### config.mk
export PLATFORM = sky130hd
export DESIGN_NAME = gpio_port
export DESIGN_NICKNAME = d
export VERILOG_FILES = /design/src/rtl/gpio_pkg.sv /design/src/rtl/gpio_sync.sv /design/src/rtl/gpio_port.sv
export SDC_FILE = /design/constraint.sdc
export NUM_CORES = 1
export LEC_CHECK = 0
export CORE_ASPECT_RATIO = 1.2
export CORE_MARGIN = 4
export CORE_UTILIZATION = 43
export DETAILED_ROUTE_END_ITERATION = 7
export HOLD_SLACK_MARGIN = 0.1
export PLACE_DENSITY = 0.85
export SLEW_MARGIN = 30
export SYNTH_ARGS = -nofsm -noshare
export SYNTH_HDL_FRONTEND = slang
export SYNTH_SLANG_ARGS = --single-unit
### constraint.sdc
create_clock -name clk -period 1.1 [get_ports clk]
set_input_delay 0.11 -clock clk [delete_from_list [all_inputs] [get_ports clk]]
set_output_delay 0.11 -clock clk [all_outputs]
set_load 0.01 [all_outputs]
### src/rtl/gpio_pkg.sv
// Shared GPIO constants and debounce state type.
// Debounce logic is enabled with GPIO_DEBOUNCE_EN.
package gpio_pkg;

  localparam int GPIO_WIDTH = 32;
  localparam int GPIO_DEBOUNCE_CYCLES = 4;

  typedef enum logic {
    IDLE  = 1'b0,
    COUNT = 1'b1
  } db_state_t;

endpackage

### src/rtl/gpio_sync.sv
// Two-flop synchronizer for the asynchronous input pins.
// Used by gpio_port.
module gpio_sync
  import gpio_pkg::*;
#(
  parameter int WIDTH = GPIO_WIDTH
) (
  input  logic             clk,
  input  logic             rst,
  input  logic [WIDTH-1:0] d,
  output logic [WIDTH-1:0] q
);

  logic [WIDTH-1:0] meta;

  always_ff @(posedge clk) begin
    if (rst) begin
      meta <= '0;
      q    <= '0;
    end else begin
      meta <= d;
      q    <= meta;
    end
  end

endmodule

### src/rtl/gpio_port.sv
// GPIO port: registered outputs, synchronized inputs, read strobe,
// sticky change flag. Define GPIO_DEBOUNCE_EN to add input debouncing.
module gpio_port
  import gpio_pkg::*;
#(
  parameter int WIDTH = GPIO_WIDTH,
  parameter int DEBOUNCE_CYCLES = GPIO_DEBOUNCE_CYCLES
) (
  input  logic             clk,
  input  logic             rst,
  input  logic             gpio_out_en,
  input  logic             gpio_in_en,
  input  logic [WIDTH-1:0] wdata,
  output logic [WIDTH-1:0] gpio_out,
  input  logic [WIDTH-1:0] gpio_in,
  output logic [WIDTH-1:0] rdata,
  output logic             rdata_valid,
  output logic             gpio_changed
);

  logic [WIDTH-1:0] sync_in;
  logic [WIDTH-1:0] stable_in;
  logic [WIDTH-1:0] stable_prev;

  gpio_sync #(
    .WIDTH(WIDTH)
  ) u_sync (
    .clk(clk),
    .rst(rst),
    .d  (gpio_in),
    .q  (sync_in)
  );

`ifdef GPIO_DEBOUNCE_EN
  localparam int CW = $clog2(DEBOUNCE_CYCLES) + 1;
  localparam logic [CW-1:0] CNT_LAST = CW'(DEBOUNCE_CYCLES - 1);

  db_state_t        state;
  logic [CW-1:0]    cnt;
  logic [WIDTH-1:0] stable_q;
  logic [WIDTH-1:0] cand;

  // cand remembers the value being timed so a third value restarts the count
  always_ff @(posedge clk) begin
    if (rst) begin
      state    <= IDLE;
      cnt      <= '0;
      stable_q <= '0;
      cand     <= '0;
    end else begin
      unique case (state)
        IDLE: begin
          if (sync_in != stable_q) begin
            state <= COUNT;
            cnt   <= '0;
            cand  <= sync_in;
          end
        end
        COUNT: begin
          if (sync_in == stable_q) begin
            state <= IDLE;
            cnt   <= '0;
          end else if (sync_in != cand) begin
            cand <= sync_in;
            cnt  <= '0;
          end else if (cnt == CNT_LAST) begin
            stable_q <= sync_in;
            state    <= IDLE;
            cnt      <= '0;
          end else begin
            cnt <= cnt + 1'b1;
          end
        end
        default: begin
          state <= IDLE;
          cnt   <= '0;
        end
      endcase
    end
  end

  assign stable_in = stable_q;
`else
  localparam int unused_debounce = DEBOUNCE_CYCLES;

  assign stable_in = sync_in;
`endif

  // a change arriving with a read wins, so no change is lost
  always_ff @(posedge clk) begin
    if (rst) begin
      gpio_out     <= '0;
      rdata        <= '0;
      rdata_valid  <= 1'b0;
      gpio_changed <= 1'b0;
      stable_prev  <= '0;
    end else begin
      rdata_valid <= gpio_in_en;
      stable_prev <= stable_in;
      if (gpio_out_en) gpio_out <= wdata;
      if (gpio_in_en) rdata <= stable_in;
      gpio_changed <= (stable_in != stable_prev) |
                      (gpio_changed & ~gpio_in_en);
    end
  end

endmodule

==> flow_metrics.py <==
metrics = {
    "run_status": {
        "status": "finished with violations",
        "violations": "negative setup slack",
    },
    "pwr": {
        "p_comb_share_pct": 8.0,
        "leakagePower_uw": 0.00317,
        "vdd_drop_max_uv": 1060,
        "switching_share_pct": 22.3,
        "power_density_mw_per_mm2": 1780,
        "clkPwrFrac_pct": 43.8,
        "p_switching_uw": 2890,
        "p_int_uw": 10100,
        "p_seq_share_pct": 48.2,
    },
    "timing": {
        "tightestPinTransition_ps": 292,
        "drv_slew": 0,
        "layout_setup_ws_ps": -42.1,
        "layout_worst_path_cycle_share_pct": 104,
        "skew_ps": 5.80,
        "fin_crit_ps": 1140,
        "setup-violations-final": 1,
        "max_slew_margin_pct": 80.5,
        "fmax_mhz": 876,
        "rsz0062_at_grt": "true",
        "hold_viol_final": 0,
    },
    "synth": {
        "synth_most_common_cell": "dfxtp_1",
        "synth_top_area_share_pct": 62.0,
        "synthTopCellsByArea": "dfxtp_1, mux2i_1, nor2b_1",
        "synth_largest_area_cell": "dfxtp_1",
        "synth_edf_count": 0,
        "ys_seq_area_share_pct": 62.0,
        "ys_types": 16,
        "synth_ff_type": "dfxtp_1",
        "syn_inst": 458,
        "syn_nets": 526,
        "postSynthAreaPerCell_sq_um": 11.4,
        "synth_area_sq_mm": 0.00523,
        "async_flop_share_pct": 0,
        "synth_seq_cells": 162,
        "yosys-top-cells-count": "dfxtp_1, nor2b_1, mux2i_1, nor2_1, xnor2_1",
        "yosysWarnings": 0,
    },
    "grt": {
        "grt_pass1_vias": 3578,
        "antenna_found_initial": 0,
        "grt_start_max_net_pins": 71,
        "globalRoute.totalOverflow": 0,
        "grt_pass1_wl_mm": 17.0,
        "grt_usage_pct": 15.7,
    },
    "setup_path": {
        "crit_path_max_incr_delay_ps": 330,
        "path_max_fanout": 3,
        "cp.required_ps": 1380,
        "cp_cell_sequence": "xnor2_1 -> nand4_1 -> nor4_2 -> a31oi_1",
        "startpoint_type": "register",
        "end_kind": "register",
        "cp.arrival_ps": 1430,
        "worst_path_max_delay_cell": "dfxtp_2",
        "critPathKind": "register to register",
    },
    "die": {
        "fp.dieW_microns": 109,
        "rows": 43,
        "fp.coreArea_sq_mm": 0.0117,
        "dieArea_sq_mm": 0.0140,
        "dieHeight_microns": 129,
        "io_pins": 134,
        "initial_core_util_pct": 44.6,
    },
    "clock_network": {
        "cts_inserted_buffers": 17,
        "insertion_delay_ps": 410,
        "clock_path_buffers": 2,
        "root_buffer": "clkbuf_16",
        "h-tree-depth": 4,
        "cts_tree": "built",
        "path_clk_slew_ps": 60,
        "cts_sinks": 162,
    },
    "final_layout": {
        "drive_gt1_share_pct": 26.8,
        "synthToLayoutAreaGrowth_pct": 38.8,
        "antenna_cells": 0,
        "n_fill_cell": 979,
        "nets": 678,
        "final_core_utilization_pct": 61.9,
        "seq_area_sq_mm": 0.00328,
        "multi_input_area_sq_mm": 0.00190,
    },
    "flow_run": {
        "cap_violations": 0,
    },
    "worst_hold_path": {
        "hold_class": "input pin to register",
    },
    "placement": {
        "portBuffers": 133,
        "preCtsSetupSlack_ps": -94.5,
        "gp_congestion": 0.765,
        "hpwlAfterDp_mm": 7.55,
    },
    "route": {
        "post_drt_wl_per_cell_microns": 13.8,
        "first_pass_iters": 4,
        "drt-total-wl_mm": 10.8,
        "route.vias.total": 3507,
        "drc": 0,
        "antenna_left": 0,
        "viasPerCell": 4.50,
        "drt_iter0_drc": 112,
    },
}
[metal layers]
| layer | GRT usage, % | vias up | part of all wire (%) |
|---|---|---|---|
| met4 | 5.94 | 0 | 2.2 |
| met3 | 4.82 | 16 | 4.9 |
| li1 | - | 1767 | - |
| met5 | 0 | - | 0 |
| met2 | 27.1 | 94 | 50 |
| met1 | 18.2 | 1630 | 43 |
[final cells by class]
class / instances / area share (%)
repair buffers: 159 / 17.7
well taps: 157 / 2.71
clock buffers: 20 / 6.43
clock inverters: 12 / 1.64
inverters: 1 / 0.0517
multi-input cells: 269 / 26.2
flip-flops and latches: 162 / 45.3
[final timing paths]
kind / startpoint / endpoint / slack, ps / depth (start not counted)
hold / removal: rst / u_sync.meta[26]$_SDFF_PP0_ / 150 / 3
setup reg to reg: u_sync.q[19]$_SDFF_PP0_ / gpio_changed$_SDFF_PP0_ / -40 / 4
setup / recovery: u_sync.q[19]$_SDFF_PP0_ / gpio_changed$_SDFF_PP0_ / -40 / 4
hold reg to reg: u_sync.meta[12]$_SDFF_PP0_ / u_sync.q[12]$_SDFF_PP0_ / 430 / 1
[flip-flops by register name (all words and copies together) (netlist names)]
name / cells
u_sync.q: 32
u_sync.meta: 32
stable_prev: 32
gpio_changed: 1
gpio_out: 32
rdata: 32
rdata_valid: 1
[cell families after synthesis]
| kind of cell | after synthesis | share of synthesized area [%] |
|---|---|---|
| DFF | 162 | 62.0 |
| buffers and inverters | 27 | 2.73 |
| AOI/OAI and AO/OA | 2 | 0.215 |
| xor gates and xnor gates | 32 | 5.36 |
| muxes | 64 | 12.3 |
| and+or+nand+nor | 171 | 17.4 |
[layout by cell type (no fill, tap or decap), drive strengths merged, types with 6 or more instances in the layout]
| master | netlist | final |
|---|---|---|
| nor2b | 97 | 97 |
| clkbuf | 7 | 25 |
| clkdlybuf4s15 | 0 | 8 |
| nand4 | 7 | 7 |
| clkdlybuf4s50 | 0 | 64 |
| nor2 | 64 | 64 |
| inv | 1 | 6 |
| dfxtp | 162 | 162 |
| mux2i | 64 | 64 |
| xnor2 | 29 | 29 |
| buf | 19 | 81 |
[power by group through the flow]
stage	clock network [uW]	logic (uW)	registers, uW
finish	5670	1040	6240
CTS	5770	1080	6240
detailed placement	0	1110	6360
floorplan	0	479	6390
global placement	0	1080	6340
global route	6060	1130	6270
[stage by stage]
step	hold slack, ps	TNS [ps]	area (sq um)	power (uW)	instances
2_1_floorplan	238	0	5230	6860	458
3_3_place_gp	417	-144	6840	7430	746
3_5_place_dp	424	-94.5	6840	7460	746
4_1_cts	149	-53.2	7420	13100	780
5_1_grt	161	-114	7260	13500	780
6_report	153	-42.1	7260	13000	780
[critical path, delay by kind of cell, from the launching register on]
| kind | cells | cell delay (ps) |
|---|---|---|
| simple gates | 2 | 420 |
| flops | 1 | 330 |
| xor+xnor | 1 | 160 |
| compound gates | 1 | 100 |
[what timing repair did]
item	in CTS	in global routing
buffers inserted	1	0
setup endpoints to repair	67	42
hold buffers	1	0
endpoints found under the hold margin	2	0
gates resized for setup	235	56
pin swaps	7	2
No activity file was read; power rests on OpenSTA's default activity.
